===== src/rtl/up_second.sv =====
// ---------------------------------------------------------------------------
// up_second: BCD seconds up-counter (00..59) for the timer/stopwatch datapath.
//
// - Clocked by the divided tick clock clk_out; all state is registered.
// - Synchronous active-high reset (rst) clears the digits, the carry and the
//   run/stop FSM.
// - switch=1 loads the preset digits, clamped to the digit limits, and forces
//   the FSM to STOP. Holding switch high reloads on every edge.
// - In RUN, each edge with inc_in=1 advances the count. The wrap from
//   SEC1_LIMIT:SEC0_LIMIT to 00 raises carry_sec for exactly one cycle, so a
//   minutes stage can cascade from it.
// - Optional build macro UP_SECOND_SAT_EN: when defined, the count saturates
//   at SEC1_LIMIT:SEC0_LIMIT and no carry is produced. When undefined, the
//   count wraps to 00 with a carry pulse.
//
// Enable qualifier: inc_in is a level-sensitive count enable from the
// previous stage. It is sampled on every rising edge of clk_out and has no
// handshake back-pressure. One count is taken per edge where the registered
// state is RUN, switch=0 and inc_in=1.
//
// Debug visibility: the FSM state is exported directly on 'running'.
// ---------------------------------------------------------------------------
module up_second #(
    parameter logic [3:0] SEC1_LIMIT = 4'd5,
    parameter logic [3:0] SEC0_LIMIT = 4'd9
) (
    input  logic       clk_out,
    input  logic       rst,
    input  logic [1:0] alu,
    input  logic       switch,
    input  logic [3:0] in_sec1,
    input  logic [3:0] in_sec0,
    input  logic       inc_in,
    output logic [3:0] sec1,
    output logic [3:0] sec0,
    output logic       carry_sec,
    output logic       running
);

    typedef enum logic {
        ST_STOP = 1'b0,
        ST_RUN  = 1'b1
    } state_t;

    state_t     state_q, state_d;
    logic [3:0] sec1_q, sec1_d;
    logic [3:0] sec0_q, sec0_d;
    logic       carry_q, carry_d;

    logic [3:0] load_sec1;
    logic [3:0] load_sec0;
    logic       count_en;
    logic       sec0_at_limit;
    logic       sec1_at_limit;

    // Preset digits clamped to their limits so a load can never create an
    // illegal BCD value.
    always_comb begin
        load_sec1 = (in_sec1 > SEC1_LIMIT) ? SEC1_LIMIT : in_sec1;
        load_sec0 = (in_sec0 > SEC0_LIMIT) ? SEC0_LIMIT : in_sec0;
    end

    // Counting is qualified by the registered state, so a change on alu
    // takes effect one cycle later.
    always_comb begin
        count_en      = (state_q == ST_RUN) && !switch && inc_in;
        sec0_at_limit = (sec0_q >= SEC0_LIMIT);
        sec1_at_limit = (sec1_q >= SEC1_LIMIT);
    end

    // Run/stop FSM next state. A load forces STOP. After switch falls, the
    // FSM therefore spends one cycle in STOP before entering RUN.
    always_comb begin
        state_d = state_q;
        case (state_q)
            ST_STOP: begin
                if ((alu != 2'b00) && !switch) begin
                    state_d = ST_RUN;
                end
            end
            ST_RUN: begin
                if ((alu == 2'b00) || switch) begin
                    state_d = ST_STOP;
                end
            end
            default: state_d = ST_STOP;
        endcase
    end

    // Digit and carry next state, in priority order: load, then count,
    // then hold. The carry defaults to 0, which makes it a single-cycle pulse.
    always_comb begin
        sec1_d  = sec1_q;
        sec0_d  = sec0_q;
        carry_d = 1'b0;
        if (switch) begin
            sec1_d = load_sec1;
            sec0_d = load_sec0;
        end else if (count_en) begin
            if (!sec0_at_limit) begin
                sec0_d = sec0_q + 4'd1;
            end else if (!sec1_at_limit) begin
                sec0_d = 4'd0;
                sec1_d = sec1_q + 4'd1;
            end else begin
`ifdef UP_SECOND_SAT_EN
                // Saturate at the top value: hold the digits, no carry.
                sec1_d = sec1_q;
                sec0_d = sec0_q;
`else
                // Wrap to 00 and tell the minutes stage to advance.
                sec1_d  = 4'd0;
                sec0_d  = 4'd0;
                carry_d = 1'b1;
`endif
            end
        end
    end

    // State register with synchronous reset that overrides every other input.
    always_ff @(posedge clk_out) begin
        if (rst) begin
            state_q <= ST_STOP;
            sec1_q  <= 4'd0;
            sec0_q  <= 4'd0;
            carry_q <= 1'b0;
        end else begin
            state_q <= state_d;
            sec1_q  <= sec1_d;
            sec0_q  <= sec0_d;
            carry_q <= carry_d;
        end
    end

    // Drive the outputs straight from the registers.
    always_comb begin
        sec1      = sec1_q;
        sec0      = sec0_q;
        carry_sec = carry_q;
        running   = (state_q == ST_RUN);
    end

endmodule

===== config.mk =====
export PLATFORM = sky130hd
export DESIGN_NAME = up_second
export DESIGN_NICKNAME = d
export VERILOG_FILES = /design/src/rtl/up_second.sv
export SDC_FILE = /design/constraint.sdc
export NUM_CORES = 1
export LEC_CHECK = 0
export CORE_AREA = 2 2 41 43
export CTS_CLUSTER_DIAMETER = 200
export CTS_CLUSTER_SIZE = 14
export DETAILED_ROUTE_END_ITERATION = 10
export DIE_AREA = 0 0 43 45
export PLACE_DENSITY = 0.86
export SYNTH_ARGS = -nofsm -noshare
export SYNTH_HDL_FRONTEND = slang
export SYNTH_SLANG_ARGS = --single-unit

===== constraint.sdc =====
create_clock -name clk_out -period 3.3 [get_ports clk_out]
set_input_delay 0.33 -clock clk_out [delete_from_list [all_inputs] [get_ports clk_out]]
set_output_delay 0.33 -clock clk_out [all_outputs]
set_load 0.01 [all_outputs]

==> results.py, run 1 <==
metrics = {
    "status": {
        "status": "completed",
    },
    "setup_path": {
        "worstSetupStartpointType": "flip-flop",
        "cp.arrival_ns": 1.82,
        "reg2regPathDepth": 6,
        "cp_slowest_stage_delay_ns": 0.41,
        "critPathSlowestCell": "dfxtp_1",
        "worstPathRequired_ns": 3.42,
        "crit_path_end_kind": "flip-flop",
        "path_max_fanout": 7,
        "path_cells": "inv_1 > ha_1 > or3b_4 > nand4_4 > mux2i_1 > a221oi_2",
        "worstSetupPathType": "reg -> reg",
    },
    "timing": {
        "fin_crit_ns": 1.700,
        "hold_viol": 0,
        "fmax_ghz": 0.5884,
        "rsz0062_at_grt": "false",
        "tightest_slew_ns": 0.5016,
        "fin_setup_tns_ns": 0,
        "fin_crit_sh_pct": 51.50,
        "timing.hold.ws_ns": 0.5554,
        "finalSetupViolations": 0,
        "drv_slew": 0,
        "skew_ns": 0.002079,
        "max_slew_margin_pct": 66.45,
    },
    "place": {
        "place_area_um2": 878.3,
        "gp_congestion": 0.8269,
        "placedCellCount": 111,
        "portBuffers": 23,
        "hpwl_um": 1176,
    },
    "logic_synthesis": {
        "ys_types": 27,
        "syn_area_um2": 635.6,
        "synth_fp_nets": 94,
        "syn_inst": 74,
        "ys_ff_latch": 10,
        "ys_warn_count": 0,
        "yosysSeqAreaShare_pct": 31.50,
        "syn_area_per_cell_um2": 8.589,
    },
    "grt": {
        "grt_first_pass_wirelength_um": 2490,
        "antenna_found_initial": 0,
        "overflow": 0,
        "grt_pass1_vias": 605,
        "grt_max_degree": 16,
        "grt_usage_pct": 16.99,
    },
    "run": {
        "drv_cap": 0,
    },
    "cts": {
        "clock_sinks": 10,
        "cts-hold-fix-buffers": 0,
        "cts_setup_buffers": 0,
        "clk_pin_slew_ns": 0.06,
        "ctsResizeCount": 0,
        "clock_path_buffers": 2,
        "cts_tree": "yes",
        "cts_root_buffer": "clkbuf_4",
        "insertion_delay_ns": 0.26,
        "cts_buffers": 3,
        "htree_levels": 1,
    },
    "finish": {
        "layout_commonest_cell": "clkdlybuf4s50_1",
        "n_antenna_cell": 0,
        "area_delta_synth_final_pct": 41.73,
        "final_cell_mix": "clkdlybuf4s50_1 (23), dfxtp_1 (10), nor2_1 (7)",
        "design_area_um2": 900.9,
        "drive_gt1_share_pct": 6.122,
        "fin_nets": 120,
        "fin_cells": 114,
    },
    "floorplan": {
        "die_area_um2": 1935,
        "rows": 14,
        "io_pins": 24,
        "die_h_um": 45,
        "core_area_um2": 1471,
        "die_w_um": 43,
        "start_util_pct": 43.20,
    },
    "route": {
        "drtAntennaViolNets": 0,
        "drt-initial-drc-count": 28,
        "wl_per_cell_um": 12.63,
        "vias": 663,
        "totalWireLength_um": 1440,
        "vias_per_cell": 5.816,
        "route.detailed.drc": 0,
        "firstDrtPassIters": 4,
    },
    "worst_hold_path": {
        "hold_path_depth": 2,
        "hold_path.class": "reg -> reg",
    },
    "power_and_ir_drop": {
        "power.ir.vdd_worst_mv": 0.2599,
        "p_leak_uw": 0.0003443,
        "power_density_nw_per_um2": 323.9,
    },
}
## routing by layer
layer,vias to the layer above,wire length [um],GRT usage (%)
met2,30,636,26.67
li1,326,-,-
met1,303,688,22.83
met5,-,0,0
met3,4,81,4.800
met4,0,35,5.455
## layout make-up
| cell class | instances | area (um2) |
|---|---|---|
| inverter | 5 | 18.77 |
| sequential | 10 | 200.2 |
| timing repair buffer | 23 | 230.2 |
| clock buffer | 3 | 22.52 |
| fill | 125 | 570.5 |
| tap | 16 | 20.02 |
| multi-input combinational | 57 | 409.1 |
## synthesized netlist by cell type
master	n	area [um2]
dfxtp_1	10	200.2
nor2_1	7	26.28
a21oi_1	6	30.03
ha_1	6	75.07
nand2_1	6	22.52
inv_1	5	18.77
nor3_1	5	25.02
nand2b_1	3	18.77
a2111oi_0	2	17.52
a221oi_1	2	17.52
clkbuf_1	2	7.510
mux2i_1	2	20.02
nand3_1	2	10.01
nand4_1	2	12.51
nor3b_1	2	15.01
a211oi_1	1	7.510
a221o_1	1	10.01
a221oi_2	1	15.01
a31oi_1	1	6.260
a32oi_1	1	8.760
nand4_4	1	21.27
nand4b_1	1	8.760
nand4bb_1	1	11.26
nor4_1	1	6.260
o211ai_1	1	7.510
o21ai_0	1	5.000
or3b_4	1	11.26
## critical path, delay by kind of cell, from the launching register on
kind                       cells  cell delay (ns)
AOI/OAI and AO/OA              1             0.08
adders and majority gates      1             0.19
buffers and inverters          1             0.08
DFF                            1             0.41
muxes                          1             0.24
and+or+nand+nor                2             0.56
## registers in the layout (all words and copies together) (netlist names)
signal,flops
running,1
sec1,4
sec0,4
carry_sec,1
## cells by family after synthesis
family	count (synthesis)	synth area share, %
compound gates	17	19.69
fa+ha+maj	6	11.81
buf+inv	7	4.135
flops	10	31.50
mux	2	3.150
simple gates	32	29.72
## final timing paths
check,from,slack (ns),to
worst max-delay path,sec0[1],1.60,sec1[2]
worst min-delay path,sec1[0],0.56,sec1[0]
worst max register to register,sec0[1],1.60,sec1[2]
worst min register to register,sec1[0],0.56,sec1[0]
## metrics by stage
stage	util, %	setup WS (ns)	power, uW
3_5_place_dp	59.69	1.487	215.8
3_3_place_gp	59.69	1.530	214.0
2_1_floorplan	-	1.687	176.6
5_1_grt	61.22	1.462	310.1
4_1_cts	61.22	1.597	293.7
6_report	61.22	1.600	291.8
## where the power goes
group	internal [uW]	switching [uW]	leakage (uW)
Sequential	128	10.4	0.0000825
Combinational	41.9	33.4	0.000248
Clock	41.9	36.6	0.0000138
Note: power is estimated with default switching activity, not from simulation.
==> run 2, diff against run 1 <==
==> config.mk (replaced) <==
export PLATFORM = sky130hd
export DESIGN_NAME = up_second
export DESIGN_NICKNAME = d
export VERILOG_FILES = /design/src/rtl/up_second.sv
export SDC_FILE = /design/constraint.sdc
export NUM_CORES = 1
export LEC_CHECK = 0
export CORE_AREA = 2 2 44 46
export CTS_CLUSTER_DIAMETER = 200
export CTS_CLUSTER_SIZE = 14
export DETAILED_ROUTE_END_ITERATION = 10
export DIE_AREA = 0 0 46 48
export PLACE_DENSITY = 0.8
export SYNTH_ARGS = -nofsm -noshare
export SYNTH_HDL_FRONTEND = slang
export SYNTH_SLANG_ARGS = --single-unit
==> constraint.sdc (replaced) <==
create_clock -name clk_out -period 1.5 [get_ports clk_out]
set_input_delay 0.15 -clock clk_out [delete_from_list [all_inputs] [get_ports clk_out]]
set_output_delay 0.15 -clock clk_out [all_outputs]
set_load 0.01 [all_outputs]
==> results.py, run 2 (synthesis results as in run 1) <==
metrics = {
    "cts": {
        "clk_pin_slew_ns": 0.06,
        "cts_buffers": 3,
        "clock_path_buffers": 2,
        "cts_root_buffer": "clkbuf_4",
        "cts_tree": "yes",
        "htree_levels": 1,
        "insertion_delay_ns": 0.27,
        "cts-hold-fix-buffers": 0,
        "clock_sinks": 10,
    },
    "power_and_ir_drop": {
        "power_density_nw_per_um2": 671.9,
        "p_leak_uw": 0.0004196,
        "power.ir.vdd_worst_mv": 0.4759,
    },
    "setup_path": {
        "path_max_fanout": 7,
        "worstSetupPathType": "reg -> reg",
        "crit_path_end_kind": "flip-flop",
        "rr_endpoint": "sec1[2]",
        "critPathSlowestCell": "or3b_4",
        "r2r-start": "sec0[1]",
        "reg2regPathDepth": 6,
        "crit_family": "simple AND/OR/NAND/NOR gates",
        "r2r_setup_slack_ns": -0.06,
        "worstPathRequired_ns": 1.63,
        "cp_slowest_stage_delay_ns": 0.39,
        "worstSetupStartpointType": "flip-flop",
        "crit_path_end": "sec1[2]",
        "cp-startpoint": "sec0[1]",
        "path_cells": "inv_4 > ha_4 > or3b_4 > nand4_4 > mux2i_1 > a221oi_2",
        "worst-path-stages": 6,
        "cp.arrival_ns": 1.69,
        "crit_buf_inv": 1,
    },
    "floorplan": {
        "core_area_um2": 1689,
        "start_util_pct": 37.63,
        "rows": 15,
        "die_w_um": 46,
        "die_h_um": 48,
        "die_area_um2": 2208,
        "io_pins": 24,
    },
    "finish": {
        "fin_cells": 129,
        "fin_nets": 133,
        "drive_gt1_share_pct": 26.79,
        "design_area_um2": 1064,
        "fin_util_pct": 62.96,
        "area_delta_synth_final_pct": 67.32,
        "fillCellCount": 138,
        "final_cell_mix": "clkdlybuf4s50_1 (22), buf_4 (13), nor2_1 (7), dfxtp_1 (7), a21oi_1 (6)",
        "multi_input_area_um2": 456.7,
        "final-seq-area_um2": 209.0,
        "layout_commonest_cell": "clkdlybuf4s50_1",
        "n_antenna_cell": 0,
    },
    "route": {
        "drtAntennaViolNets": 0,
        "totalWireLength_um": 1839,
        "vias_per_cell": 5.682,
        "route.detailed.drc": 0,
        "drt-initial-drc-count": 18,
        "wl_per_cell_um": 14.26,
        "vias": 733,
        "firstDrtPassIters": 4,
    },
    "timing": {
        "finalSetupViolations": 3,
        "drv_slew": 0,
        "setup_ws_ns": -0.05832,
        "max_slew_margin_pct": 69.40,
        "fin_crit_sh_pct": 103.9,
        "fmax_ghz": 0.6417,
        "fin_setup_tns_ns": -0.09036,
        "rsz0062_at_grt": "true",
        "hold_viol": 0,
        "skew_ns": 0.01238,
        "tightest_slew_ns": 0.4576,
        "fin_crit_ns": 1.558,
    },
    "grt": {
        "grt_max_degree": 12,
        "grt_pass1_vias": 626,
        "grt_usage_pct": 18.83,
        "antenna_found_initial": 0,
        "overflow": 0,
        "grt_first_pass_wirelength_um": 2829,
    },
    "place": {
        "place_area_um2": 964.7,
        "placedCellCount": 122,
        "post-place-ws_ns": -0.07665,
        "hpwl_um": 1318,
        "gp_congestion": 0.8743,
        "portBuffers": 23,
    },
    "status": {
        "status": "complete, but fails checks",
        "violations": "setup timing",
    },
    "worst_hold_path": {
        "hp-start": "alu[0]",
        "hold_path_depth": 3,
        "hold_path.class": "in -> reg",
    },
    "run": {
        "drv_cap": 0,
    },
}
[run 2: cell count changes in the layout (fill, tap and decap cells not counted), moves of 2 or more]
cell       change
a2111oi_0      -2
a221oi_1       -2
a221oi_2       +2
buf_4         +13
dfxtp_1        -3
dfxtp_4        +2
ha_1           -2
ha_4           +2
inv_1          -2
inv_4          +2
[run 2: power breakdown]
| part | leakage [uW] | internal [uW] | switching, uW | total (uW) |
|---|---|---|---|---|
| Sequential | 0.0000839 | 280 | 22.6 | 303 |
| Combinational | 0.000320 | 119 | 95.8 | 215 |
| Clock | 0.0000154 | 96.2 | 101 | 197 |
[run 2: metrics by stage]
step / power (uW) / hold WS, ns
after global routing: 747.8 / 0.4551
after detailed placement: 498.7 / 0.5882
after global placement: 492.3 / 0.5572
after floorplan: 388.8 / 0.3123
after CTS: 700.6 / 0.4544
final: 714.5 / 0.4504
[run 2: final cells by class]
cell class,count,share of cell area [%]
clock buffer,3,2.118
clock inverter,1,0.3529
inverter,5,2.235
timing repair buffer,36,30.71
multi-input combinational,57,42.94
tap,17,2.000
sequential,10,19.65
[run 2: per-layer routing]
layer	global-route usage, %	part of all wire [%]
met1	24.04	45
met2	28.89	47
met3	2.264	4.9
met4	14.29	3.0
met5	0	0
[run 2: timing repair]
item	in CTS	in global routing
resized for setup	10	4
pin swaps	5	5
setup buffers	3	0
endpoints found under the setup margin	6	8
[run 2: tightest hold or removal path, cell delays in order]
cell and delay (ns):
clkdlybuf4s50_1 0.39, nor2_1 0.08, nor3_1 0.04
[run 2: how the worst min path moves through the flow]
stage / to / slack [ns]
2_1_floorplan: running / 0.31
3_3_place_gp: sec1[0] / 0.56
3_5_place_dp: sec1[0] / 0.59
4_1_cts: running / 0.45
5_1_grt: running / 0.46
6_report: running / 0.45
==> variant 1 (config.mk and constraints of run 2) <==
Put a register stage on the output `sec0`, without a reset. The value now appears one clock later. The other outputs are not delayed to match.
--- a/src/rtl/up_second.sv
+++ b/src/rtl/up_second.sv
@@ -41,6 +41,8 @@
         ST_STOP = 1'b0,
         ST_RUN  = 1'b1
     } state_t;
+
+    logic [3:0] sec0_c;
 
     state_t     state_q, state_d;
     logic [3:0] sec1_q, sec1_d;
@@ -135,9 +137,13 @@
     // Drive the outputs straight from the registers.
     always_comb begin
         sec1      = sec1_q;
-        sec0      = sec0_q;
+        sec0_c    = sec0_q;
         carry_sec = carry_q;
         running   = (state_q == ST_RUN);
     end
 
+    always_ff @(posedge clk_out) begin
+        sec0 <= sec0_c;
+    end
+
 endmodule
Behaviour: not the same (Yosys sat finds a counterexample within 4 cycles, from zero or initial values and one cycle with rst high).
==> variant 1 against run 2 <==
- the flow still finishes with violations (negative setup slack)
- sequential cell count is 4 higher
- final area is 6.7% higher
- synthesized cell count is 9.5% higher
- die area stayed put
- clock skew is 0.011 ns lower
- critical path depth stayed put
- setup slack better by 0.034 ns
- via count is 3.7% higher
- area after synthesis is 14% higher
- total power is 27% higher
- wire length is 8.6% higher
- sequential power is 37% higher
- sequential share of layout area is 5.6 points higher
- count of clock-buffer cells in the layout is 1 higher
==> variant 1: results (changes against run 2) <==
Logic synthesis
  • Sequential-to-total area share from yosys stat: 38.6% (was 31.5%)
  • Yosys cell types: 32 (was 27)
  • Synth top cells by count: dfxtp_1, a21oi_1, nand3_1 (was dfxtp_1, nor2_1, a21oi_1, ha_1, nand2_1)
  • Net Count, Synth: 101 (was 94)
  • Synth area leaders: dfxtp_1, ha_1, a21oi_1 (unchanged)
  • Syn Area/Cell: 8.96 sq um (was 8.59 sq um)

Route
  • Routed Antenna Nets: 0 (unchanged)
  • Total Routed Length: 2.00 mm (was 1.84 mm)
  • Routed len/inst: 15.3 um (was 14.3 um)
  • Via density per instance: 5.80 (was 5.68)
  • DR iter-0 viols: 33 (was 18)

STA
  • Setup Skew: 0.00145 ns (was 0.0124 ns)
  • Final worst setup slack: -0.0244 ns (was -0.0583 ns)
  • Post-route setup TNS: -0.0244 ns (was -0.0904 ns)
  • Rel. slew slack: 66.9% (was 69.4%)
  • Endpoints failing setup: 1 (was 3)

GRT
  • Pin count of the biggest net entering global routing: 13 (was 12)
  • All-Layer GR Usage: 19.3% (was 18.8%)
  • First-pass GRT wire length: 3.05 mm (was 2.83 mm)
  • Initial antenna violation count: 0 (unchanged)
  • Vias in the first global route: 724 (was 626)

Place
  • Gp weighted congestion: 0.917 (was 0.874)
  • Placed instance area: 1040 sq um (was 965 sq um)
  • Placed Instances: 127 (was 122)

Setup path
  • Reg2reg setup slack: -0.02 ns (was -0.06 ns)
  • CP peak stage delay: 0.41 ns (was 0.39 ns)
  • CP Max Fanout: 4 (was 7)
  • Arr. time, crit path: 1.73 ns (was 1.69 ns)
  • Worst path top cell family by delay: compound AO/OA/AOI/OAI gates (was simple AND/OR/NAND/NOR gates)

Cells and area
  • Layout cells sized above 1: 27.2% (was 26.8%)
  • Fillers: 141 (was 138)
  • Final nets: 135 (was 133)

Outcome
  • Failing checks: negative setup slack (unchanged)
  • Status: finished, violations left (unchanged)

Pwr
  • VDD IR-drop max: 0.503 mV (was 0.476 mV)

Clocking
  • Clock Pin Slew Worst Setup and Hold Paths: 0.08 ns (was 0.06 ns)
[variant 1: layer usage]
layer | global-route usage (%) | up-vias | routed length (um)
met5 | 0 | - | 0
met3 | 6.79 | 0 | 100
met4 | 3.43 | 0 | 0
met2 | 31.1 | 29 | 995
li1 | - | 373 | -
met1 | 25.2 | 358 | 902
[variant 1: timing repair]
action                                  in CTS  in global routing
pin swaps                                    2                  2
gates resized for setup                      3                 12
setup buffers                                0                  0
endpoints found under the setup margin       4                  7
[variant 1: layout make-up]
| cell class | instances | area (sq um) | area share [%] |
|---|---|---|---|
| repair buffers | 31 | 290 | 25.6 |
| inverters | 7 | 26.3 | 2.32 |
| clock buffers | 4 | 36.3 | 3.20 |
| multi-input cells | 58 | 474 | 41.8 |
| flip-flops and latches | 14 | 287 | 25.2 |
| well taps | 17 | 21.3 | 1.87 |
[variant 1: path summary, 6_finish.rpt]
path | start | endpoint | cells past startpoint
max | sec0_c[0] | sec1[1] | 6
min | alu[0] | running | 3
max reg2reg | sec0_c[0] | sec1[1] | 6
min reg2reg | sec0_c[2] | sec0[2] | 0
[variant 1: cells by family after synthesis]
group / synth area share, %
and+or+nand+nor: 22.9
AOI/OAI and AO/OA: 23.5
DFF: 38.6
buffers and inverters: 4.65
adders and majority gates: 10.3
[variant 1: worst min-delay path, cell delays in order]
cell and delay, ns:
clkdlybuf4s50_1 0.40, nor2_1 0.08, nor3_1 0.04
[variant 1: stage by stage]
stage / hold WS (ns) / setup WS (ns)
global placement: 0.418 / 0.0218
CTS: 0.439 / -0.0196
floorplan: 0.255 / 0.0176
global route: 0.458 / -0.0724
finish: 0.438 / -0.0244
detailed placement: 0.429 / -0.0339
[variant 1: power breakdown]
part	leakage [nW]	internal (mW)	total, mW	switching [mW]
combinational	0.273	0.121	0.227	0.106
clock	0.0210	0.148	0.265	0.117
sequential	0.116	0.394	0.415	0.0213
total	0.411	0.662	0.908	0.245
==> variant 2 (config.mk and constraints of run 2) <==
Without the edit above. Add a define of `UP_SECOND_SAT_EN`.
--- a/src/rtl/up_second.sv
+++ b/src/rtl/up_second.sv
@@ -20,6 +20,8 @@
 //
 // Debug visibility: the FSM state is exported directly on 'running'.
 // ---------------------------------------------------------------------------
+`define UP_SECOND_SAT_EN
+
 module up_second #(
     parameter logic [3:0] SEC1_LIMIT = 4'd5,
     parameter logic [3:0] SEC0_LIMIT = 4'd9
Check against the original RTL: not equivalent (Yosys sat finds a counterexample within 4 cycles, from zero or initial values and one cycle with rst high).
==> variant 2 against run 2 <==
- the flow still finishes with violations (negative setup slack)
- critical path depth increased by 1
- area after synthesis increased by 4.7%
- die area unchanged
- utilization increased by 6.7 points
- final area increased by 11%
- maximum frequency decreased by 6.0%
- total power increased by 8.1%
- wire length increased by 21%
- setup slack got worse by 0.10 ns
- sequential cell count decreased by 1
- largest cell class unchanged
- largest power group is now combinational logic
==> variant 2: results (changes against run 2) <==
Outcome
  • Failing checks: negative setup slack (unchanged)
  • Status: finished, violations left (unchanged)

Worst hold path
  • Worst hold path startpoint: alu[0] (unchanged)
  • Worst hold path class: in -> reg (unchanged)
  • Hold depth: 3 (unchanged)
  • Worst Hold Endpoint: running (unchanged)

Place
  • Placed instance area: 1050 sq um (was 965 sq um)
  • Gp weighted congestion: 0.841 (was 0.874)
  • PortBufs: 22 (was 23)
  • Dpl hpwl: 1.50 mm (was 1.32 mm)

STA
  • Final Max Tran Viols: 0 (unchanged)
  • Endpoints failing setup: 6 (was 3)
  • Least-Margin Pin Slew: 0.546 ns (was 0.458 ns)
  • Setup Skew: 0.00270 ns (was 0.0124 ns)
  • Final worst setup slack: -0.158 ns (was -0.0583 ns)
  • Post-route minimum period: 1.66 ns (was 1.56 ns)
  • Post-route setup TNS: -0.602 ns (was -0.0904 ns)

GRT
  • Pin count of the biggest net entering global routing: 12 (unchanged)
  • Vias in the first global route: 798 (was 626)
  • First-pass GRT wire length: 3.63 mm (was 2.83 mm)
  • Initial antenna violation count: 0 (unchanged)
  • GR Overflow Total: 0 (unchanged)
  • All-Layer GR Usage: 23.9% (was 18.8%)

Setup path
  • CP Max Fanout: 3 (was 7)
  • Worst flop-to-flop path endpoint: sec1[1] (was sec1[2])
  • Worst R2R Start: sec1[1] (was sec0[1])
  • Worst R2R Path Depth: 7 (was 6)
  • Worst path top cell family by delay: compound AO/OA/AOI/OAI gates (was simple AND/OR/NAND/NOR gates)
  • CP peak stage delay: 0.35 ns (was 0.39 ns)
  • CP max-delay cell: dfxtp_2 (was or3b_4)
  • Arr. time, crit path: 1.81 ns (was 1.69 ns)

Clocking
  • Clock Latency Late Sink: 0.27 ns (about the same)
  • Clock Pin Slew Worst Setup and Hold Paths: 0.06 ns (about the same)
  • CTS Buffer Depth: 2 (unchanged)
  • CTS H-tree depth: 1 (unchanged)
  • CTS Buf Count: 3 (unchanged)

Logic synthesis
  • Sequential-to-total area share from yosys stat: 27.1% (was 31.5%)
  • Net Count, Synth: 97 (was 94)
  • Synth area leaders: dfxtp_1, ha_1, inv_1 (was dfxtp_1, ha_1, a21oi_1)
  • Yosys Warn Count: 0 (unchanged)
  • Synth top cells by count: dfxtp_1, inv_1, ha_1, nor3_1, a21oi_1 (was dfxtp_1, nor2_1, a21oi_1, ha_1, nand2_1)
  • Yosys cell types: 35 (was 27)
  • Asr flop ratio synth: 0% (unchanged)

Pwr
  • Switching power: 0.246 mW (was 0.219 mW)
  • VDD IR-drop max: 0.521 mV (was 0.476 mV)
  • P_leak: 0.460 nW (was 0.420 nW)

Cells and area
  • Fillers: 127 (was 138)
  • Layout cells sized above 1: 38.7% (was 26.8%)
  • Final nets: 140 (was 133)
  • Total inserted antenna cells: 0 (unchanged)

Route
  • DR iter-0 viols: 22 (was 18)
  • Total Routed Length: 2.22 mm (was 1.84 mm)
  • Via density per instance: 5.89 (was 5.68)
  • Initial DRT Pass Iterations: 4 (unchanged)
==> variant 2: worst register-to-register path, cell delays in order (launching register included) <==
cell       delay, ns
dfxtp_2         0.35
inv_4           0.05
ha_4            0.14
nand2b_4        0.14
a2111oi_4       0.34
buf_4           0.19
a21oi_2         0.06
o31a_1          0.26
==> variant 2: per-layer routing <==
metal	GRT usage, %	vias to the layer above	share of wire [%]
li1	-	374	-
met1	27.6	380	43
met2	38.9	37	45
met3	6.79	10	7.1
met4	14.9	0	4.6
met5	0	-	0
==> variant 2: worst max path at each step <==
stage | startpoint | endpoint | depth (start not counted)
floorplan | sec1[1] | sec1[2] | 6
detailed placement | sec1[0] | sec1[1] | 6
CTS | sec0[1] | sec1[0] | 7
finish | sec1[1] | sec1[1] | 7
global placement | sec1[0] | sec1[0] | 6
global route | sec1[1] | sec1[1] | 7
==> variant 2: cells by family after synthesis <==
| group | share of synthesized area (%) |
|---|---|
| AO/OA/AOI/OAI | 30.8 |
| AND/OR/NAND/NOR | 20.7 |
| buffers and inverters | 7.89 |
| flip-flops | 27.1 |
| adder cells (fa/ha/maj) | 11.3 |
| multiplexers | 1.69 |
| other | 0.563 |
==> variant 2: area by class of cell <==
type                            instances  share of cell area [%]
Tap cell                               17                    1.81
Timing Repair Buffer                   42                    31.5
Inverter                                9                    3.29
Sequential cell                         9                    16.4
Clock buffer                            4                    2.23
Multi-Input combinational cell         55                    44.8
==> variant 2: through the flow <==
stage               instances  hold slack, ns  util, %  setup slack (ns)  power [mW]
floorplan                  77           0.312        -            -0.133       0.406
global placement          128           0.571     62.4            -0.167       0.528
detailed placement        128           0.572     62.4            -0.271       0.536
CTS                       137           0.478     69.9            -0.119       0.763
global route              136           0.494     69.7            -0.261       0.816
finish                    136           0.469     69.7            -0.158       0.773
==> variant 2: timing repair <==
item | in CTS | in global routing
pin swaps | 8 | 4
setup endpoints to repair | 6 | 7
gates resized for setup | 11 | 1
cloned | 0 | 0
hold buffers | 0 | 0
setup buffers | 5 | 0
==> variant 2: power by group through the flow <==
stage	Sequential (mW)	Combinational (mW)	Clock (mW)
floorplan	0.289	0.117	0
global placement	0.277	0.251	0
detailed placement	0.278	0.258	0
CTS	0.275	0.292	0.195
global route	0.278	0.328	0.210
finish	0.276	0.301	0.196
